$ cat src/rtl/plcp_frame_parser.sv
// 802.11a PLCP receive-side frame parser: preamble hunt, SIGNAL decode and
// check, SERVICE strip, PSDU octet packing, tail/pad consumption.
module plcp_frame_parser #(
    parameter int unsigned                PREAMBLE_BITS    = 96,
    parameter logic [PREAMBLE_BITS-1:0]   PREAMBLE_PATTERN = {12{8'hAA}},
    parameter int unsigned                MAX_LENGTH       = 4095,
    parameter bit                         CHECK_RESERVED   = 1'b1
) (
    input  logic        clk_i,
    input  logic        rst_ni,
    input  logic        bit_i,
    input  logic        bit_valid_i,
    output logic [7:0]  data_o,
    output logic        data_valid_o,
    output logic        frame_start_o,
    output logic        header_valid_o,
    output logic [3:0]  rate_o,
    output logic [11:0] length_o,
    output logic        frame_end_o,
    output logic        error_o,
    output logic [2:0]  error_code_o,
    output logic        busy_o
);

    typedef enum logic [3:0] {
        IDLE, SIG_RATE, SIG_RSVD, SIG_LEN, SIG_PAR, SIG_TAIL,
        SERVICE, PSDU, TAIL, PAD
    } state_e;

    state_e                   state_q, state_d;
    logic [14:0]              cnt_q, cnt_d, cnt_limit;
    logic [7:0]               sym_q, sym_d, sym_next, ndbps_q, ndbps_d;
    logic [PREAMBLE_BITS-1:0] hist_q, hist_d, hist_shift;
    logic [23:0]              sig_q, sig_d, sig_full;
    logic [7:0]               byte_q, byte_d, data_q, data_d;
    logic [3:0]               rate_q, rate_d, sig_rate;
    logic [11:0]              length_q, length_d, sig_len;
    logic [2:0]               code_q, code_d, sig_code;
    logic                     dv_q, dv_d, fs_q, fs_d, hv_q, hv_d;
    logic                     fe_q, fe_d, err_q, err_d;
    logic                     state_last, sym_wrap, preamble_hit, sig_last;

    // Data bits per OFDM symbol for each legal rate; 0 marks an illegal rate.
    function automatic logic [7:0] ndbps_of(input logic [3:0] r);
        unique case (r)
            4'b1101: return 8'd24;
            4'b1111: return 8'd36;
            4'b0101: return 8'd48;
            4'b0111: return 8'd72;
            4'b1001: return 8'd96;
            4'b1011: return 8'd144;
            4'b0001: return 8'd192;
            4'b0011: return 8'd216;
            default: return 8'd0;
        endcase
    endfunction

    // SIGNAL word as it stands once the current bit is included (bit 0 = first received).
    assign sig_full     = {bit_i, sig_q[23:1]};
    assign sig_rate     = {sig_full[0], sig_full[1], sig_full[2], sig_full[3]};
    assign sig_len      = sig_full[16:5];
    assign hist_shift   = {hist_q[PREAMBLE_BITS-2:0], bit_i};
    assign preamble_hit = (hist_shift == PREAMBLE_PATTERN);
    assign sym_next     = (sym_q == ndbps_q - 8'd1) ? 8'd0 : sym_q + 8'd1;
    assign sym_wrap     = (sym_next == 8'd0);
    assign state_last   = (cnt_q == cnt_limit);
    assign sig_last     = bit_valid_i && (state_q == SIG_TAIL) && state_last;

    // SIGNAL checks in priority order; 0 means the header is good.
    always_comb begin
        // NOTE: every combinational output gets a default first so no latch is inferred.
        sig_code = 3'd0;
        if (ndbps_of(sig_rate) == 8'd0)                         sig_code = 3'd1;
        else if (CHECK_RESERVED && sig_full[4])                 sig_code = 3'd2;
        else if (sig_full[17] != ^sig_full[16:0])               sig_code = 3'd3;
        else if (|sig_full[23:18])                              sig_code = 3'd4;
        else if (sig_len == 12'd0 || 32'(sig_len) > MAX_LENGTH) sig_code = 3'd5;
    end

    // Last-bit count for each counted state.
    always_comb begin
        cnt_limit = '0;
        unique case (state_q)
            SIG_RATE: cnt_limit = 15'd3;
            SIG_LEN:  cnt_limit = 15'd11;
            SIG_TAIL: cnt_limit = 15'd5;
            SERVICE:  cnt_limit = 15'd15;
            PSDU:     cnt_limit = {length_q - 12'd1, 3'b111};
            TAIL:     cnt_limit = 15'd5;
            default:  cnt_limit = 15'd0;
        endcase
    end

    // State register.
    always_ff @(posedge clk_i or negedge rst_ni) begin
        if (!rst_ni) state_q <= IDLE;
        // NOTE: sequential state uses non-blocking assignment so all flops update together.
        else         state_q <= state_d;
    end

    // Next-state logic; nothing moves without a valid bit.
    always_comb begin
        state_d = state_q;
        if (bit_valid_i) begin
            unique case (state_q)
                IDLE:     if (preamble_hit) state_d = SIG_RATE;
                SIG_RATE: if (state_last)   state_d = SIG_RSVD;
                SIG_RSVD:                   state_d = SIG_LEN;
                SIG_LEN:  if (state_last)   state_d = SIG_PAR;
                SIG_PAR:                    state_d = SIG_TAIL;
                SIG_TAIL: if (state_last)   state_d = (sig_code == 3'd0) ? SERVICE : IDLE;
                SERVICE:  if (state_last)   state_d = PSDU;
                PSDU:     if (state_last)   state_d = TAIL;
                TAIL:     if (state_last)   state_d = sym_wrap ? IDLE : PAD;
                PAD:      if (sym_wrap)     state_d = IDLE;
                default:                    state_d = IDLE;
            endcase
        end
    end

    // Datapath next values: bit counter, symbol counter, history, SIGNAL and octet shifters.
    always_comb begin
        cnt_d   = cnt_q;
        sym_d   = sym_q;
        ndbps_d = ndbps_q;
        hist_d  = hist_q;
        sig_d   = sig_q;
        byte_d  = byte_q;
        if (bit_valid_i) begin
            cnt_d = (state_q == IDLE || state_d != state_q) ? 15'd0 : cnt_q + 15'd1;
            if (state_q == IDLE) hist_d = hist_shift;
            if (state_q inside {SIG_RATE, SIG_RSVD, SIG_LEN, SIG_PAR, SIG_TAIL}) sig_d = sig_full;
            if (state_q == PSDU) byte_d = {bit_i, byte_q[7:1]};
            if (state_q inside {SERVICE, PSDU, TAIL, PAD}) sym_d = sym_next;
            if (sig_last && sig_code == 3'd0) begin
                sym_d   = 8'd0;
                ndbps_d = ndbps_of(sig_rate);
            end
        end
        // A fresh hunt never sees bits from the frame just left.
        if (state_d == IDLE && state_q != IDLE) hist_d = '0;
    end

    // Output next values: one-cycle strobes plus held header/error fields.
    always_comb begin
        dv_d     = 1'b0;
        fs_d     = 1'b0;
        hv_d     = 1'b0;
        fe_d     = 1'b0;
        err_d    = 1'b0;
        data_d   = data_q;
        rate_d   = rate_q;
        length_d = length_q;
        code_d   = code_q;
        if (bit_valid_i) begin
            unique case (state_q)
                IDLE: fs_d = preamble_hit;
                SIG_TAIL: if (state_last) begin
                    if (sig_code == 3'd0) begin
                        hv_d     = 1'b1;
                        rate_d   = sig_rate;
                        length_d = sig_len;
                    end else begin
                        err_d  = 1'b1;
                        code_d = sig_code;
                    end
                end
                PSDU: if (cnt_q[2:0] == 3'b111) begin
                    dv_d   = 1'b1;
                    data_d = {bit_i, byte_q[7:1]};
                end
                TAIL:    fe_d = state_last && sym_wrap;
                PAD:     fe_d = sym_wrap;
                default: ;
            endcase
        end
    end

    // Datapath and output registers; the history is reset with everything else.
    always_ff @(posedge clk_i or negedge rst_ni) begin
        if (!rst_ni) begin
            cnt_q    <= '0;
            sym_q    <= '0;
            ndbps_q  <= '0;
            hist_q   <= '0;
            sig_q    <= '0;
            byte_q   <= '0;
            data_q   <= '0;
            rate_q   <= '0;
            length_q <= '0;
            code_q   <= '0;
            dv_q     <= 1'b0;
            fs_q     <= 1'b0;
            hv_q     <= 1'b0;
            fe_q     <= 1'b0;
            err_q    <= 1'b0;
        end else begin
            cnt_q    <= cnt_d;
            sym_q    <= sym_d;
            ndbps_q  <= ndbps_d;
            hist_q   <= hist_d;
            sig_q    <= sig_d;
            byte_q   <= byte_d;
            data_q   <= data_d;
            rate_q   <= rate_d;
            length_q <= length_d;
            code_q   <= code_d;
            dv_q     <= dv_d;
            fs_q     <= fs_d;
            hv_q     <= hv_d;
            fe_q     <= fe_d;
            err_q    <= err_d;
        end
    end

    assign data_o         = data_q;
    assign data_valid_o   = dv_q;
    assign frame_start_o  = fs_q;
    assign header_valid_o = hv_q;
    assign rate_o         = rate_q;
    assign length_o       = length_q;
    assign frame_end_o    = fe_q;
    assign error_o        = err_q;
    assign error_code_o   = code_q;
    assign busy_o         = (state_q != IDLE);

endmodule

$ cat config.mk
export PLATFORM = sky130hd
export DESIGN_NAME = plcp_frame_parser
export DESIGN_NICKNAME = d
export VERILOG_FILES = /design/src/rtl/plcp_frame_parser.sv
export SDC_FILE = /design/constraint.sdc
export NUM_CORES = 1
export LEC_CHECK = 0
export ABC_AREA = 1
export ABC_CLOCK_PERIOD_IN_PS = 3200
export BUFFER_PORTS_ARGS = -buffer_cell sky130_fd_sc_hd__buf_2
export CAP_MARGIN = 20
export CORE_MARGIN = 2
export CORE_UTILIZATION = 40
export DETAILED_ROUTE_END_ITERATION = 7
export SLEW_MARGIN = 15
export SYNTH_ARGS = -nofsm -noshare
export SYNTH_HDL_FRONTEND = slang
export SYNTH_SLANG_ARGS = --single-unit
$ cat constraint.sdc
create_clock -name clk_i -period 3.2 [get_ports clk_i]
set_clock_uncertainty 0.05 [all_clocks]
set_input_delay 0.16 -clock clk_i [delete_from_list [all_inputs] [get_ports clk_i]]
set_output_delay 0.16 -clock clk_i [all_outputs]
set_load 0.02 [all_outputs]
Word-level counts from Yosys, hierarchy flattened --
Memories as Yosys holds them, arrays and structs flattened. A register that Yosys moved wholly into a read port is not among the register bits. Index checks and enable logic that the tools add are counted.
Storage, ports and cells: input bits 4, bits in latches 0, memory bits (read-only) 192, output and inout port bits 33, memories kept 2, bits in registers 194, logic and storage cells 108, bits in writable memories 0
Operators by class: eq/ne operators 15, $lt $le $gt $ge 0, multiply operators 0, add/sub/neg operators 4, shift-type cells 0, mux-type cells 40, divide/modulo/power cells 0, reduce and logical (&&, ||, !) cells 30, bitwise operators 1
Memories:
- (name not given) | depth 16, width 6, rd ports 1, clocked after Yosys merged registers in 1, wr ports 0, line 45 | unique case (r)
- (name not given) | depth 16, width 6, rd ports 1, clocked after Yosys merged registers in 0, wr ports 0, line 45
Operators with widths (count):
- 95-bit two-way mux | 3
- 96-bit equality test (second input constant) | 1
- 15-bit one-hot mux with 5 select lines | 1
- 4-bit two-way mux | 10
- 4-bit one-hot mux with 10 select lines | 1
- 8-bit two-way mux | 3
- 3-bit two-way mux | 6
- 17-bit parity | 1
- 4-bit by 3-bit equality test with 1-bit output (second input constant) | 4
- 8-bit logical NOT | 2
- 15-bit by 1-bit adder with 15-bit output (second input constant) | 1
- 15-bit equality test | 1
- 15-bit two-way mux | 1
- 1-bit two-way mux | 14
- 12-bit logical NOT | 1
- 12-bit by 1-bit subtractor with 12-bit output (second input constant) | 1
- 2-bit AND reduction | 5
- 8-bit by 1-bit adder with 8-bit output (second input constant) | 1
- 4-bit by 2-bit equality test with 1-bit output (second input constant) | 2
- 4-bit equality test (second input constant) | 2
- 8-bit equality test | 1
- 4-bit logical NOT | 2
- 4-bit AND reduction | 2
- 4-bit nonzero test | 2
- 16 further kinds | 22

Depth between registers and ports, before layout --
Gate-level depths: netlist (run 1).
depth in word-level cells 15, mapped depth 25, gate-level depth less buffers 24

Worst setup path after synthesis (run 1) --
No wires, ideal clock.
path kind reg-to-reg, from register length_q[0] (netlist: length_o[0]), to register hist_q[10], library setup time 118 ps, data required time 3032 ps, arrival time 2658 ps, period minus slack after synthesis 2826 ps, buffers on the path 1, stages on the path, launching flop included 21, slack 374 ps, cells stage by stage dfrtp_1 inv_1 ha_1 or2_2 nand3b_1 nand2_1 inv_1 nand3_1 nand2_1 nand3_1 nor2_1 nand3_2 a21boi_1 nand4_1 nand2_1 nand2_1 nor2_1 nand3_2 buf_2 nand3_1 nand2_1
Between the ends: word-level cells in the longest chain between the ends 10
RTL lines:
- start: declaration | line 37 | logic [11:0] length_q, length_d, sig_len;
- start signal: assignment | line 206 | length_q <= length_d;
- 12-bit by 1-bit subtractor with 12-bit output (*) | line 88 | PSDU: cnt_limit = {length_q - 12'd1, 3'b111};
- 15-bit one-hot mux with 5 select lines (*) | line 83 | unique case (state_q)
- 15-bit equality test (*) | line 66 | assign state_last = (cnt_q == cnt_limit);
- 4-bit two-way mux (tied with other cells) | line 114 | TAIL: if (state_last) state_d = sym_wrap ? IDLE : PAD;
- 4-bit one-hot mux with 10 select lines (*) | line 105 | unique case (state_q)
- 4-bit two-way mux (*) | line 104 | if (bit_valid_i) begin
- named net state_d[2] | line 30 | state_e state_q, state_d;
- 4-bit logical NOT (*) | line 141 | if (state_d == IDLE && state_q != IDLE) hist_d = '0;
- 1-bit logical AND (*) | line 141
- 2-bit nonzero test (no line)
- 2-bit AND reduction (no line)
- end signal: assignment | line 201 | hist_q <= hist_d;
- end: declaration | line 33 | logic [PREAMBLE_BITS-1:0] hist_q, hist_d, hist_shift;
Mark *: on every way through the listed nets, which the timed path passes. The rest lies on a longest branch. A chain may end at the register's enable or synchronous reset.

Worst setup path in the final report (run 1) --
from register ndbps_q[2], to register hist_q[81]
Between the ends: word-level cells in the longest chain between the ends 12
RTL lines:
- start: declaration | line 32 | logic [7:0] sym_q, sym_d, sym_next, ndbps_q, ndbps_d;
- 8-bit by 1-bit subtractor with 8-bit output (*) | line 64 | assign sym_next = (sym_q == ndbps_q - 8'd1) ? 8'd0 : sym_q + 8'd1;
- 8-bit equality test (*) | line 64
- 8-bit two-way mux (*) | line 64
- 8-bit logical NOT (*) | line 65 | assign sym_wrap = (sym_next == 8'd0);
- 4-bit two-way mux (2 in series) | line 114
- 4-bit one-hot mux with 10 select lines (*) | line 105
- 4-bit two-way mux (*) | line 104
- named net state_d[0] | line 30
- 4-bit logical NOT (*) | line 141
- 1-bit logical AND (*) | line 141
- 2-bit nonzero test (no line)
- 2-bit AND reduction (no line)
Marked as above.

==> results of run 1 <==
==> power groups by stage <==
stage / Sequential, mW / Clock (mW) / Combinational, mW
CTS: 3.08 / 2.28 / 2.95
global placement: 3.12 / 0 / 2.90
detailed placement: 3.12 / 0 / 2.93
finish: 3.10 / 2.21 / 3.87
floorplan: 3.04 / 0 / 2.23
global route: 3.15 / 2.36 / 4.33
==> layout make-up <==
class | count | area share
tap | 319 | 0.0349
timing repair buffer | 79 | 0.0655
sequential | 190 | 0.417
multi-input combinational | 912 | 0.387
inverter | 130 | 0.0427
clock buffer | 18 | 0.0384
clock inverter | 14 | 0.0150
==> synthesized netlist by cell type (2+ instances only) <==
master	count	share of area
dfrtp_1	190	0.50
nand3b_1	8	0.0063
nor4_1	9	0.0059
o21ai_0	73	0.038
a21oi_1	10	0.0052
nand4_1	26	0.017
inv_1	127	0.050
nor3_1	14	0.0073
ha_1	7	0.0092
o21ai_1	3	0.0016
o31ai_1	3	0.0024
nor2_2	2	0.0013
inv_2	3	0.0012
nor2_1	110	0.043
clkbuf_1	24	0.0094
buf_2	12	0.0063
or2_2	2	0.0013
xor2_1	13	0.012
nand3_1	172	0.090
nand2_1	442	0.17
xnor2_1	7	0.0064
buf_1	11	0.0043
nand3_2	2	0.0021
==> stage by stage <==
step / utilization / setup slack, ns / std cells / hold WS [ns] / area, um2
3_3_place_gp: 0.433 / 0.0462 / 1605 / 0.237 / 10200
3_5_place_dp: 0.433 / 0.0576 / 1605 / 0.239 / 10200
6_report: 0.487 / 0.118 / 1662 / 0.0919 / 11400
4_1_cts: 0.459 / 0.0278 / 1638 / 0.0954 / 10800
5_1_grt: 0.487 / -0.111 / 1662 / 0.106 / 11400
2_1_floorplan: - / 0.374 / 1279 / -0.186 / 9550
==> flip-flops by register name, indices dropped and copies added, names as in the netlist <==
register        cells
state_q             4
header_valid_o      1
frame_end_o         1
cnt_q              15
error_o             1
ndbps_q             6
data_valid_o        1
byte_q              7
rate_o              4
error_code_o        3
length_o           12
sig_q              23
data_o              8
sym_q               8
hist_q             95
frame_start_o       1
==> cell families (layout without fill, tap and decap cells) <==
group / Yosys count / in the layout / share of synthesized area
simple gates: 789 / 790 / 0.350
flops: 190 / 190 / 0.498
buf+inv: 178 / 241 / 0.0719
compound gates: 94 / 94 / 0.0516
xor+xnor: 20 / 20 / 0.0183
fa+ha+maj: 7 / 7 / 0.00917
mux: 1 / 1 / 0.00118
==> per-layer routing <==
layer	track usage	part of all wire	up-vias	wire, um
met2	0.284	0.48	134	10800
met1	0.241	0.48	3963	10800
met5	0	0	-	0
met4	0.0429	0.013	0	287
met3	0.0335	0.033	23	751
li1	-	-	4184	-
==> critical path, delay by kind of cell (launching register included) <==
kind	cells	cell delay, ns
flops	1	0.39
fa+ha+maj	1	0.20
simple gates	18	1.76
buf+inv	3	0.42
xor+xnor	1	0.12
==> layout by cell type, fill, tap and decap left out, types with 24 or more instances in the layout <==
| cell | count |
|---|---|
| clkbuf_16 | 24 |
| o21ai_0 | 71 |
| inv_1 | 121 |
| buf_4 | 24 |
| nor2_1 | 90 |
| dfrtp_1 | 186 |
| nand3_1 | 159 |
| buf_2 | 35 |
| nand2_1 | 425 |
| nand4_1 | 26 |
==> final timing paths <==
path | from | endpoint | slack (ns) | cells past startpoint
setup reg to reg | ndbps_q[2] | hist_q[81] | 0.12 | 23
min in group asynchronous | rst_ni | ndbps_q[6] | 0.30 | 2
setup / recovery | ndbps_q[2] | hist_q[81] | 0.12 | 23
max in group asynchronous | rst_ni | state_q[2] | 2.02 | 3
hold reg to reg | data_o[0] | data_o[0] | 0.43 | 2
hold / removal | bit_i | data_o[7] | 0.09 | 3
==> timing repair <==
action,4_1_cts,5_1_grt
setup endpoints to repair,0,124
resized for setup,0,91
hold buffers,1,0
setup buffers,0,13
endpoints found under the hold margin,85,0
==> metrics.txt, run 1 <==
initial antenna violation count 0; fmax 0.324 GHz; vias in the first global route 7461; Slowest-stage cell, CP dfrtp_1; Core ar. 23500 um2; Root Driver clkbuf_16; htree depth 4; average routed wire per standard cell 13.6 um; CP Capture Type flip-flop; CP dominant cell by count nand2_2; TritonCTS clock tree yes; pin count of the biggest net entering global routing 101; remaining global-route overflow 0; final wirelength 22600 um; Clock transition at path regs 0.08 ns; synthesis-to-finish area growth 19.7%; Design Power 9.18 mW; Port Buf Inserts 36; fill count 2319; DRC 0; Peak VDD IR 407 uV; Crit Path Max Fanout 13; number of synthesized flops with an enable pin 0; Clk pwr share 0.241; Hold Vio Cnt, Final 0; initial DRC count 769; post-synthesis sequential area ratio 0.498; Synthesized Nets 1290; Slew headroom 0.358; final net count 1341; global-route wire length before repair 35600 um; status completed; Switching Share 0.408; CTS sink cnt 190; ys async rst share 1.00; Min Clock Period, post-route 3.08 ns; post-DR vias/cell 5.00; Initial Utilization 0.407; Avg Cell Area, Syn 7.47 um2; kind of critical path flip-flop to flip-flop; total number of vias 8304; Reg power frac 0.338; Max clock buf depth 2; worst-path cell chain inv_2 -> ha_4 -> xnor2_2 -> nor2_1 -> nand2_1 -> nor2_2 -> nand2_4 -> nand2_2 -> nand3_2 -> nor2_4 -> nand3_2 -> nand2_2 -> nand3_2 -> nand2_2 -> nand2_2 -> nand2_2 -> nand2_2 -> nor2_4 -> buf_4 -> nand3_4 -> buf_6 -> nand3_1 -> nand2_1; gpl congestion 0.892; design internal power 5.44 mW; post-synth cell types 32; YS warnings 0; CP max stage delay 0.39 ns; Max Slew Vio Count 0; Pwr Density 804 nW/um2; Global Route Usage Sum 0.175; synthesized flop and latch total 190; Die Ht 159 um; Primary FF master, synth dfrtp_1; Rows 56; Diodes inserted 0; setup TNS 0 ns; hpwl dp 13900 um; Reg area 4760 um2; Sw Pwr 3.75 mW; Worst EP arrival 3.36 ns; multi-input logic area 4420 um2; antenna-violating nets left 0; Die ar. 25100 um2; max-cap viol count 0; Cell Area, Synth 9550 um2; Worst Tran Pin Value 0.963 ns; # IOs 37; Cells after Synth 1279; CTS buffer count 17; Die X 159 um; clk_lat worst skew 0.44 ns; Pre-antenna DRT Iters 7; WP data required 3.47 ns; share of cells above drive strength 1 0.143; Hold WC Path Type primary input to flip-flop; Final Setup Violations 0; Tcrit/Tclk final 0.963; Setup crit start kind flip-flop; Logic pwr share 0.421; Lkg Pwr 5.87 nW
Note: power is estimated with default switching activity, not from simulation.
==> inputs of run 2 (changes only) <==
CORE_UTILIZATION = 44   (was 40)
==> run 2 against run 1 <==
  * Critical path type unchanged
  * Non-clock buffer count grew 11
  * Highest routed layer unchanged
  * Global-route usage grew 1.8 points
  * Core utilization increased by 5.0 points
  * Flip-flop and latch count did not move
  * Final cell count fell by 2.0%
  * Critical endpoint is now hist_q[61]
  * Sequential share of layout area grew 0.26 points
==> metrics.txt, run 2 (synthesis results as in run 1) <==
status completed (unchanged); dpl ws -0.0166 ns (was 0.0576 ns); Die Ht 151 um (was 159 um); Design Power 9.04 mW (was 9.18 mW); Clock transition at path regs 0.07 ns (was 0.08 ns); CP dominant cell by count nand2_1 (was nand2_2); worst-path cell chain ha_2 -> nand2_1 -> inv_1 -> nand3_2 -> nor2_1 -> nand2_1 -> nand2_1 -> inv_1 -> o21ai_2 -> nand2_1 -> nor2_4 -> inv_1 -> nand2_2 -> and3_4 -> nand2_2 -> nand2_2 -> nand2_2 -> nor2_4 -> buf_6 -> nand3_4 -> clkbuf_16 -> nand3_1 -> nand2_1 (was inv_2 -> ha_4 -> xnor2_2 -> nor2_1 -> nand2_1 -> nor2_2 -> nand2_4 -> nand2_2 -> nand3_2 -> nor2_4 -> nand3_2 -> nand2_2 -> nand3_2 -> nand2_2 -> nand2_2 -> nand2_2 -> nand2_2 -> nor2_4 -> buf_4 -> nand3_4 -> buf_6 -> nand3_1 -> nand2_1); Logic pwr share 0.418 (was 0.421); fmax 0.330 GHz (was 0.324 GHz); gpl congestion 0.899 (was 0.892); Min Clock Period, post-route 3.03 ns (was 3.08 ns); initial DRC count 510 (was 769); Final Setup Violations 0 (unchanged); Slowest-stage cell, CP dfrtp_1 (unchanged); worst setup margin 0.171 ns (was 0.118 ns); GR peak layer met2 (unchanged); max-cap viol count 0 (unchanged); hpwl dp 14500 um (was 13900 um); CTS buffer count 17 (unchanged); placed cell areas 10200 um2 (about the same); Clk pwr share 0.241 (about the same); Lkg Pwr 5.86 nW (was 5.87 nW); Hold WC Path Type primary input to flip-flop (unchanged); Pre-antenna DRT Iters 5 (was 7); antenna-violating nets left 0 (unchanged); vias in the first global route 7502 (was 7461); CTS sink cnt 190 (unchanged); hold slack 0.0753 ns (was 0.0919 ns); # IOs 37 (unchanged); Tcrit/Tclk final 0.947 (was 0.963); DRC 0 (unchanged); leading cell type in the layout, fill and taps excluded nand2_1 (unchanged); Global Route Usage Sum 0.193 (was 0.175); total number of vias 8175 (was 8304); Core ar. 21200 um2 (was 23500 um2); synthesis-to-finish area growth 19.0% (was 19.7%); TritonCTS clock tree yes (unchanged); Reg power frac 0.341 (was 0.338); initial antenna violation count 0 (unchanged); met3 Resource Use GR 0.0310 (was 0.0335); global-route wire length before repair 35600 um (about the same); Switching Share 0.401 (was 0.408); average routed wire per standard cell 13.6 um (about the same); Crit Path Max Fanout 6 (was 13); Port Buf Inserts 36 (unchanged); Slew headroom 0.343 (was 0.358); commonest non-fill, non-tap cells in the layout nand2_1, dfrtp_1, nand3_1, inv_1, nor2_1 (unchanged); kind of critical path flip-flop to flip-flop (unchanged); met1 Use GR 0.261 (was 0.241); largest reg by FF count hist_q (unchanged); Worst EP arrival 3.30 ns (was 3.36 ns); htree depth 4 (unchanged); post-DR vias/cell 5.02 (was 5.00); Pwr Density 796 nW/um2 (was 804 nW/um2); final wirelength 22200 um (was 22600 um); Max clock buf depth 2 (unchanged); met2 usage 0.321 (was 0.284); Sw Pwr 3.63 mW (was 3.75 mW); Worst Tran Pin Value 0.986 ns (was 0.963 ns); design internal power 5.41 mW (was 5.44 mW); clk_lat worst skew 0.43 ns (was 0.44 ns); CP max stage delay 0.40 ns (was 0.39 ns); WP data required 3.47 ns (about the same); Initial Utilization 0.451 (was 0.407); Die X 151 um (was 159 um); Peak VDD IR 393 uV (was 407 uV); Root Driver clkbuf_16 (unchanged); share of cells above drive strength 1 0.143 (about the same); post-route cell area 11400 um2 (about the same); pin count of the biggest net entering global routing 101 (unchanged); max reg flops 95 (unchanged); post-layout util 0.537 (was 0.487); final net count 1352 (was 1341); Setup crit start kind flip-flop (unchanged); Die ar. 22900 um2 (was 25100 um2); Diodes inserted 0 (unchanged); Max Slew Vio Count 0 (unchanged); top flop regs hist_q: 95 flops, sig_q: 23 flops, cnt_q: 15 flops (unchanged); CP Capture Type flip-flop (unchanged); remaining global-route overflow 0 (unchanged); Hold Vio Cnt, Final 0 (unchanged); Rows 53 (was 56)
run 2: changes by cell type in the layout (fill, tap and decap cells not counted), moves of 3 or more:
cell	before	now
nor2_2	14	10
buf_4	24	36
nand3_1	159	166
inv_8	4	1
nand3_2	13	6
run 2: area by class of cell:
| type | count | area [um2] |
|---|---|---|
| fill | 2030 | 9790 |
| sequential | 190 | 4760 |
| multi-input combinational | 912 | 4370 |
| timing repair buffer | 90 | 796 |
| inverter | 130 | 492 |
| clock buffer | 19 | 443 |
| tap | 275 | 344 |
| clock inverter | 13 | 155 |
run 2: worst paths after layout:
check / from / endpoint / slack, ns / depth (start not counted)
setup / recovery: sym_q[0] / hist_q[61] / 0.17 / 23
hold / removal: bit_i / sig_q[23] / 0.08 / 3
setup reg to reg: sym_q[0] / hist_q[61] / 0.17 / 23
hold reg to reg: byte_q[1] / data_o[0] / 0.43 / 2
max in group asynchronous: rst_ni / hist_q[29] / 1.96 / 3
min in group asynchronous: rst_ni / ndbps_q[2] / 0.29 / 2
run 2: worst max-delay path, delay by kind of cell (launching register included):
kind            cells  cell delay, ns
simple gates       16            1.53
flops               1            0.40
fa+ha+maj           1            0.21
compound gates      1            0.12
buf+inv             5            0.60
run 2: what timing repair did:
action / 4_1_cts / 5_1_grt
gates resized for setup: 1 / 84
setup endpoints to repair: 36 / 114
gates cloned: 0 / 11
hold buffers: 1 / 0
pin swaps: 0 / 25
buffers inserted: 0 / 13
hold endpoints to repair: 97 / 0
run 2: layer usage:
metal / wire [um] / up-vias
li1: - / 4206
met1: 10700 / 3853
met2: 10700 / 97
met3: 582 / 19
met4: 256 / 0
met5: 0 / -
run 2: metrics by stage:
step                setup TNS, ns  cells
CTS                             0   1605
floorplan                       0   1279
detailed placement        -0.0645   1572
finish                          0   1629
global placement            -1.36   1572
global route               -0.969   1629
run 2: power by group through the flow:
stage | Combinational, mW | Clock [mW] | Sequential, mW
after floorplan | 2.23 | 0 | 3.04
after global placement | 2.94 | 0 | 3.12
after detailed placement | 2.97 | 0 | 3.12
after CTS | 2.98 | 2.23 | 3.08
after global routing | 4.23 | 2.33 | 3.14
final | 3.78 | 2.18 | 3.08
